==> config.mk <==
export PLATFORM = sky130hd
export DESIGN_NAME = sample_tick_fifo
export DESIGN_NICKNAME = d
export VERILOG_FILES = /design/src/rtl/synth_pkg.sv /design/src/rtl/sample_tick_mem.sv /design/src/rtl/sample_tick_fifo.sv
export SDC_FILE = /design/constraint.sdc
export NUM_CORES = 1
export LEC_CHECK = 0
export CORE_MARGIN = 1.5
export CORE_UTILIZATION = 45
export DETAILED_ROUTE_END_ITERATION = 7
export PLACE_DENSITY_LB_ADDON = 0.2
export SYNTH_ARGS = -nofsm -noshare
export SYNTH_HDL_FRONTEND = slang
export SYNTH_HIERARCHICAL = 1
export SYNTH_SLANG_ARGS = --single-unit
==> constraint.sdc <==
create_clock -name clk -period 5.7 [get_ports clk]
set_clock_uncertainty 0.2 [all_clocks]
set_input_delay 0.57 -clock clk [delete_from_list [all_inputs] [get_ports clk]]
set_output_delay 0.57 -clock clk [all_outputs]
set_load 0.01 [all_outputs]
==> src/rtl/synth_pkg.sv <==
// synth_pkg: shared sample width and sample buffer sizing for the synthesis engine.
package synth_pkg;
   localparam int SAMPLE_W = 16;
   localparam int SAMPLE_FIFO_DEPTH_LOG2 = 3;
   typedef logic signed [SAMPLE_W-1:0] sample_t;
endpackage

==> src/rtl/sample_tick_mem.sv <==
// sample_tick_mem: simple dual-port register array, synchronous write, asynchronous read.
module sample_tick_mem
   import synth_pkg::*;
#(
   parameter int DATA_W = SAMPLE_W,
   parameter int ADDR_W = SAMPLE_FIFO_DEPTH_LOG2
) (
   input  logic              clk,
   input  logic              we,
   input  logic [ADDR_W-1:0] waddr,
   input  logic [DATA_W-1:0] wdata,
   input  logic [ADDR_W-1:0] raddr,
   output logic [DATA_W-1:0] rdata
);
   logic [DATA_W-1:0] mem [2**ADDR_W];
   always_ff @(posedge clk) if (we) mem[waddr] <= wdata;
   assign rdata = mem[raddr];
endmodule

==> src/rtl/sample_tick_fifo.sv <==
// sample_tick_fifo: engine-to-tick sample buffer, one pop per tick, underrun pulse on empty tick.
// SAMPLE_HOLD_EN: when defined, an underrun repeats the last sample instead of outputting zero.
module sample_tick_fifo
   import synth_pkg::*;
#(
   parameter int DATA_W = SAMPLE_W,
   parameter int DEPTH_LOG2 = SAMPLE_FIFO_DEPTH_LOG2
) (
   input  logic                  clk,
   input  logic                  rst,
   input  logic [DATA_W-1:0]     in_data,
   input  logic                  in_valid,
   output logic                  in_ready,
   input  logic                  tick,
   output logic [DATA_W-1:0]     out_data,
   output logic                  out_strobe,
   output logic                  underrun,
   output logic [DEPTH_LOG2:0]   level
);
   localparam logic [DEPTH_LOG2:0] FULL = (DEPTH_LOG2+1)'(2**DEPTH_LOG2);
   logic [DEPTH_LOG2-1:0] wr_ptr, rd_ptr;
   logic [DEPTH_LOG2:0]   count;
   logic [DATA_W-1:0]     rdata, ur_data;
   logic                  wr, rd, ur;
   assign in_ready = count != FULL;
   assign level    = count;
   assign wr       = in_valid && in_ready;
   assign rd       = tick && count != '0;
   assign ur       = tick && count == '0;
`ifdef SAMPLE_HOLD_EN
   assign ur_data = out_data;
`else
   assign ur_data = '0;
`endif
   sample_tick_mem #(.DATA_W(DATA_W), .ADDR_W(DEPTH_LOG2)) u_mem (
      .clk(clk), .we(wr), .waddr(wr_ptr), .wdata(in_data), .raddr(rd_ptr), .rdata(rdata)
   );
   always_ff @(posedge clk) begin
      if (rst) begin
         wr_ptr     <= '0;
         rd_ptr     <= '0;
         count      <= '0;
         out_data   <= '0;
         out_strobe <= 1'b0;
         underrun   <= 1'b0;
      end else begin
         if (wr) wr_ptr <= wr_ptr + 1'b1;
         if (rd) rd_ptr <= rd_ptr + 1'b1;
         count      <= (wr && !rd) ? count + 1'b1 : (rd && !wr) ? count - 1'b1 : count;
         out_data   <= rd ? rdata : ur ? ur_data : out_data;
         out_strobe <= rd;
         underrun   <= ur;
      end
   end
endmodule

==> results of run 1 <==
## cell usage in the layout (no fill, tap or decap), types with 2 or more instances in the layout
cell             instances
clkdlybuf4s50_1         42
edfxtp_1               128
nor3_2                   2
clkinv_2                 2
bufinv_16                3
a21oi_1                  4
clkbuf_1                 2
mux4_2                   4
nand3_1                  5
a22o_1                  16
dfxtp_1                 26
buf_4                    8
clkbuf_16               17
inv_1                    2
xor2_1                   5
dfxtp_2                  2
mux2_2                  17
nand2b_1                 3
mux4_1                  28
nand2_1                  6
clkinv_1                 8
ha_1                     5
nor2_1                  16
## cell families after synthesis
group | Yosys count | share of synthesized area, %
multiplexers | 50 | 17.0
AND/OR/NAND/NOR | 38 | 3.05
buffers and inverters | 16 | 1.82
flip-flops | 156 | 73.0
adder cells (fa/ha/maj) | 6 | 1.37
AO/OA/AOI/OAI | 22 | 2.88
XOR/XNOR | 6 | 0.871
## cell type report
cell class | instances | area, µm²
timing repair buffer | 50 | 480
tap | 176 | 220
inverter | 2 | 7.51
fill | 1006 | 5980
clock buffer | 19 | 433
sequential | 156 | 4410
clock inverter | 13 | 130
multi-input combinational | 122 | 1530
## per-layer routing
metal | track usage, % | wire length (µm) | vias to the layer above
li1 | - | - | 1327
met1 | 23.5 | 5150 | 1501
met2 | 26.6 | 5370 | 66
met3 | 3.62 | 378 | 14
met4 | 7.45 | 165 | 0
met5 | 0 | 0 | -
## worst max-delay path, stage by stage (launching register included)
cell and delay [ps]:
dfxtp_1 370, or4b_1 620, nand2_1 150, inv_1 80
ha_1 210, inv_1 130, ha_1 290, a21oi_1 210
a211oi_1 100, a31oi_1 170, mux2_2 340
## where the power goes
group / total, mW / switching, mW / internal, mW
registers: 1.48 / 0.128 / 1.35
logic: 0.622 / 0.250 / 0.372
clock network: 1.08 / 0.405 / 0.674
## how the worst max path moves through the flow
| stage | start | to | cells after the start |
|---|---|---|---|
| floorplan | level[0] | level[3] | 10 |
| global placement | tick | level[3] | 9 |
| detailed placement | tick | level[3] | 9 |
| CTS | level[0] | level[3] | 10 |
| global route | level[0] | level[3] | 10 |
| finish | level[0] | level[3] | 10 |
## state kept, by name (all words and copies together) (netlist names)
name        flops
wr_ptr          3
out_data       16
u_mem/mem     128
underrun        1
level           4
rd_ptr          3
out_strobe      1
==> impl_metrics.tcl, run 1 <==
set metrics [dict create \
    rsz0062_at_grt "false" \
    fin_area_um2 7210 \
    max_slew.worst_pin.slew_ps 1100 \
    whs_ps 272 \
    ys.flop_type "edfxtp_1" \
    hp-start "out_data[9]" \
    drt-total-wl_um 11100 \
    synthMostInstantiatedCell "edfxtp_1" \
    grt_overflow 0 \
    power_density_nw_per_um2 441 \
    antenna_cells 0 \
    ir_worst_vdd_mv 0.237 \
    synth_warnings 6 \
    cts_setup_buffers 0 \
    chipHeight_um 119 \
    r2r-start "level[0]" \
    portBuffers 42 \
    start_kind "register" \
    drive_gt1_share_pct 15.7 \
    setup_viol 0 \
    period_share_pct 52.5 \
    detail_route.first_pass.iterations 4 \
    cp-end-kind "register" \
    synthCells 294 \
    synthToLayoutAreaGrowth_pct 19.5 \
    netlist-cell-type-count 30 \
    drv_cap 0 \
    cp_max_fo 6 \
    gr-usage-all-layers_pct 17.1 \
    worstSetupPathType "reg -> reg" \
    clock_path_buffers 2 \
    fin_nets 375 \
    worstHoldEndpoint "out_data[9]" \
    cts_hold_buf 0 \
    cts_root_buf "clkbuf_16" \
    ios 43 \
    place.gp.congestion 0.712 \
    dpl_cell_area_um2 6650 \
    synth.area.top_cells "edfxtp_1, mux4_1, dfxtp_1" \
    grt_pass1_wl_um 17400 \
    cts.sinks 156 \
    maxSlewHeadroom_pct 27.0 \
    hold_violations 0 \
    worst_ep_required_time_ps 5800 \
    synth_nets 320 \
    clk_latency_ps 410 \
    synth_seq_cells 156 \
    place_inst 506 \
    synthTopCellsByCount "edfxtp_1, dfxtp_1, mux4_1" \
    final_max_slew_viol_count 0 \
    cts_tree "done" \
    rrSetupSlack_ps 2710 \
    hold_depth 1 \
    status "complete, no violations" \
    synth_edf_count 128 \
    dp_hpwl_um 6360 \
    synth_area_um2 6030 \
    fin_util_pct 54.7 \
    synth_top_cell_by_area "edfxtp_1" \
    ctsHtreeMaxLevel 4 \
    fin_cells 538 \
    start_util_pct 45.8 \
    dieArea_um2 14100 \
    via_per_inst 5.41 \
    setup_ws_ps 2710 \
    die_w_um 119 \
    fmax_mhz 334 \
    ys_async_sr_fraction_pct 0 \
    ant_nets 0 \
    final.min_clock_period_ps 2990 \
    r2r-end "level[3]" \
    path_clk_slew_ps 60 \
    total_power_mw 3.18 \
    drtIter0Drc 241 \
    vias 2908 \
    first_global_vias 3035 \
    antenna_found_initial 0 \
    pre_cts_ws_ps 2650 \
    cts-resized-gates 0 \
    min_path_type "reg -> reg" \
    wl_per_cell_um 20.6 \
    rows 42 \
    drc 0 \
    coreArea_um2 13200 \
    yosysSeqAreaShare_pct 73.0 \
    fin_tns_setup_ps 0 \
    grt_max_degree 35 \
    netlist.area_leader.share_pct 63.7 \
    crit_arrival_ps 3100 \
    r2r_cells 10 \
    syn_area_per_cell_um2 20.5 \
    cts_inserted_buffers 17 \
    p_leak_nw 2.41 \
]
No activity file was read; power rests on OpenSTA's default activity.
==> run 2, diff against run 1 <==
Clock period 5.7 ns to 2.75 ns, I/O delays scaled along.
==> run 2 against run 1 <==
Compared with the run above: core utilization up 1.3 points; worst hold slack better by 1.6 ps; highest routed layer unchanged; via count up 2.2%; die area unchanged; non-clock buffer count up 17; combinational power rose to 2.6 times the previous value; sequential power up 95%; clock-buffer cell count up 3; routed wire length up 0.28%.
==> impl_metrics.tcl, run 2 (same netlist as run 1, synthesis figures left out) <==
set metrics [dict create \
    ios 43 \
    cts_tree "done" \
    synthToLayoutAreaGrowth_pct 22.2 \
    period_share_pct 95.1 \
    drive_gt1_share_pct 21.6 \
    cts.sinks 156 \
    dp_hpwl_um 6490 \
    max_slew.worst_pin.slew_ps 909 \
    portBuffers 42 \
    place_inst 523 \
    fin_tns_setup_ps 0 \
    crit_chain "or4b_4, nand2_2, inv_1, ha_1, inv_2, ha_4, a21oi_2, a211oi_1, a31oi_1, mux2_2" \
    grt_max_degree 33 \
    final.min_clock_period_ps 2610 \
    chipHeight_um 119 \
    first_global_vias 3109 \
    layout_common_cells "edfxtp_1, clkdlybuf4s50_1, mux4_1" \
    p_leak_nw 2.51 \
    clock_path_buffers 2 \
    setup_viol 0 \
    gr-usage-all-layers_pct 17.3 \
    multiInputGateArea_um2 1560 \
    cts_root_buf "clkbuf_16" \
    via_per_inst 5.35 \
    cp_max_fo 4 \
    drc 0 \
    hold_violations 0 \
    cp_slowest_cell "or4b_4" \
    maxSlewHeadroom_pct 39.4 \
    clk_latency_ps 410 \
    area.sequential_um2 4410 \
    slowest_delay_ps 530 \
    critPathTopFamily "simple AND/OR/NAND/NOR gates" \
    status "complete, no violations" \
    drtIter0Drc 185 \
    min_path_type "reg -> reg" \
    ant_nets 0 \
    wl_per_cell_um 20.0 \
    final_max_slew_viol_count 0 \
    vias 2971 \
    worstSetupPathType "reg -> reg" \
    grt_pass1_wl_um 17500 \
    path_clk_slew_ps 60 \
    cts_inserted_buffers 17 \
    coreArea_um2 13200 \
    max_flop_register "u_mem/mem" \
    start_kind "register" \
    power_frac_seq_pct 42.7 \
    final_common_cell "edfxtp_1" \
    swShare_pct 24.5 \
    detail_route.first_pass.iterations 4 \
    fmax_mhz 382 \
    rsz0062_at_grt "false" \
    nFillCells 1008 \
    cp-end-kind "register" \
    start_util_pct 45.8 \
    antenna_found_initial 0 \
    place.gp.congestion 0.765 \
    largest_reg_flops 128 \
    crit_arrival_ps 2710 \
    clkPwrFrac_pct 33.3 \
    ir_worst_vdd_mv 0.485 \
    fin_nets 392 \
    fin_cells 555 \
    cellInternalPower_mw 5.11 \
    power_density_nw_per_um2 918 \
    dieArea_um2 14100 \
    worst-path-buf-inv 2 \
    ctsHtreeMaxLevel 4 \
    worst_ep_required_time_ps 2850 \
    pre_cts_ws_ps 13.1 \
    die_w_um 119 \
    antenna_cells 0 \
    grt_overflow 0 \
    rows 42 \
    switchingPower_mw 1.66 \
    drv_cap 0 \
    drt-total-wl_um 11100 \
    comb_power_share_pct 24.0 \
    setup_ws_ps 135 \
]
[run 2: cell types whose count changed in the layout (fill, tap and decap cells not counted), moves of 2 or more]
cell,delta
buf_4,+16
clkinv_1,-6
clkbuf_1,+3
clkinv_2,+3
nand2_1,-2
nand2_2,+2
[run 2: cell type report]
cell class	instances	area share, %
clock buffers	22	6.02
multi-input cells	122	21.1
clock inverters	10	1.66
well taps	176	2.99
inverters	2	0.102
repair buffers	67	8.41
flip-flops and latches	156	59.7
[run 2: power by group through the flow]
stage / registers [mW] / logic [mW] / clock network [mW]
floorplan: 2.98 / 1.01 / 0
global placement: 2.93 / 1.59 / 0
detailed placement: 2.94 / 1.62 / 0
CTS: 2.89 / 1.63 / 2.30
global route: 2.92 / 1.78 / 2.40
finish: 2.89 / 1.63 / 2.25
[run 2: timing repair]
| item | CTS | global route |
|---|---|---|
| gates resized for setup | 0 | 4 |
| setup buffers | 0 | 0 |
| hold buffers | 0 | 0 |
| setup endpoints to repair | 0 | 1 |
[run 2: worst paths after layout]
check	start	end	slack, ps	depth (start not counted)
setup / recovery	level[2]	level[3]	140	10
setup reg to reg	level[2]	level[3]	140	10
hold / removal	out_data[14]	out_data[14]	270	1
hold reg to reg	out_data[14]	out_data[14]	270	1
[run 2: metrics by stage]
stage	hold slack [ps]	util (%)	total power, mW	cell area (µm²)
after floorplan	174	-	3.99	6040
after global placement	255	51.5	4.52	6790
after detailed placement	256	51.5	4.56	6790
after CTS	276	55.8	6.83	7360
after global routing	297	55.9	7.09	7380
final	274	55.9	6.77	7380
[run 2: layer usage]
layer | part of all wire (%) | global-route usage, %
met1 | 45 | 22.4
met2 | 50 | 27.9
met3 | 4.0 | 5.07
met4 | 1.0 | 6.33
met5 | 0 | 0
==> run 3, diff against run 2 <==
Settings changed: CORE_MARGIN 1.5 to default, CORE_UTILIZATION 45 to 52.
==> run 3 against run 2 <==
Compared with the run above: combinational power barely moved; via count decreased by 0.84%; global-route usage up 2.1 points; final area decreased by 0.10%; die area decreased by 15%; largest cell class unchanged; largest power group unchanged.
==> impl_metrics.tcl, run 3 (same netlist as run 1, synthesis figures left out) <==
set metrics [dict create \
    status "complete, no violations" \
    cp-end-kind "register" \
    via_per_inst 5.62 \
    cts_tree "done" \
    dp_hpwl_um 6150 \
    nFillCells 765 \
    final.min_clock_period_ps 2600 \
    final_max_slew_viol_count 0 \
    largest_reg_flops 128 \
    synthToLayoutAreaGrowth_pct 22.1 \
    coreArea_um2 11100 \
    min_path_type "reg -> reg" \
    maxSlewHeadroom_pct 40.7 \
    crit_end "level[3]" \
    period_share_pct 94.4 \
    slowest_delay_ps 520 \
    clock_path_buffers 2 \
    rsz0062_at_grt "false" \
    detail_route.first_pass.iterations 4 \
    chipHeight_um 110 \
    gr-usage-all-layers_pct 19.4 \
    place.gp.congestion 0.771 \
    cts_inserted_buffers 17 \
    max_flop_register "u_mem/mem" \
    ctsHtreeMaxLevel 4 \
    worst-path-buf-inv 2 \
    cts_root_buf "clkbuf_16" \
    wl_per_cell_um 19.9 \
    r2r_cells 10 \
    start_util_pct 54.5 \
    fin_nets 397 \
    r2r-start "level[1]" \
    rows 38 \
    power_density_nw_per_um2 914 \
    path_depth 10 \
    r2r-end "level[3]" \
    die_w_um 110 \
    dpl_cell_area_um2 6770 \
    layout_common_cells "edfxtp_1, clkdlybuf4s50_1, buf_4" \
    total_power_mw 6.74 \
    path_clk_slew_ps 60 \
    antenna_found_initial 0 \
    critPathTopFamily "simple AND/OR/NAND/NOR gates" \
    dieArea_um2 12000 \
    worstSetupPathType "reg -> reg" \
    start_kind "register" \
    vias 2946 \
    multiInputGateArea_um2 1570 \
    drive_gt1_share_pct 22.9 \
    fin_tns_setup_ps 0 \
    antenna_cells 0 \
    first_global_vias 2956 \
    fin_area_um2 7370 \
    area.sequential_um2 4410 \
    cp_max_fo 4 \
    portBuffers 42 \
    grt_overflow 0 \
    cp_slowest_cell "or4b_4" \
    max_slew.worst_pin.slew_ps 890 \
    setup_viol 0 \
    crit_chain "or4b_4, nand2_2, inv_1, ha_2, inv_2, ha_1, nand3_1, a211oi_2, a31oi_1, mux2_2" \
    grt_max_degree 34 \
    rrSetupSlack_ps 150 \
    crit_start "level[1]" \
    drtIter0Drc 192 \
    drt-total-wl_um 10400 \
    hold_violations 0 \
    worst_ep_required_time_ps 2860 \
    cts.sinks 156 \
    grt_pass1_wl_um 15800 \
    clk_latency_ps 420 \
    ant_nets 0 \
    p_leak_nw 2.52 \
    crit_arrival_ps 2700 \
    drv_cap 0 \
    drc 0 \
    fin_util_pct 66.5 \
    final_common_cell "edfxtp_1" \
    fmax_mhz 385 \
    ios 43 \
    ir_worst_vdd_mv 0.586 \
]
[run 3: metal layers]
layer  vias up  GRT usage (%)  share of wire, %
met5         -              0                 0
met4         0           9.33               1.8
met3        15           6.22               4.6
met2        61           32.3                51
met1      1499           23.0                43
li1       1371              -                 -
[run 3: timing repair]
| action | CTS | global route |
|---|---|---|
| hold buffers | 0 | 0 |
| setup buffers | 0 | 2 |
| pin swaps | 0 | 1 |
| resized for setup | 1 | 6 |
| endpoints found under the setup margin | 1 | 1 |
[run 3: cell type report]
| type | count | area share [%] |
|---|---|---|
| Multi-Input combinational cell | 122 | 21.3 |
| Clock buffer | 22 | 6.16 |
| Clock inverter | 10 | 1.32 |
| Sequential cell | 156 | 59.8 |
| Inverter | 2 | 0.102 |
| Timing Repair Buffer | 72 | 8.93 |
| Tap cell | 140 | 2.38 |
[run 3: how the worst min path moves through the flow]
stage	startpoint	end	slack, ps	cells past startpoint
global placement	out_data[13]	out_data[13]	250	1
CTS	out_data[14]	out_data[14]	270	1
detailed placement	out_data[12]	out_data[12]	260	1
floorplan	in_data[0]	u_mem/mem[0][0]	170	0
global route	out_data[14]	out_data[14]	280	1
finish	out_data[14]	out_data[14]	270	1
[run 3: metrics by stage]
step	cells	setup slack [ps]	hold slack, ps
floorplan	294	12.5	174
global placement	490	59.3	254
detailed placement	490	20.4	257
CTS	522	47.0	274
global route	524	19.1	282
finish	524	155	272
[run 3: report_power, final]
group | internal (mW) | switching, mW
sequential | 2.79 | 0.135
combinational | 0.937 | 0.694
clock | 1.34 | 0.836
total | 5.07 | 1.66
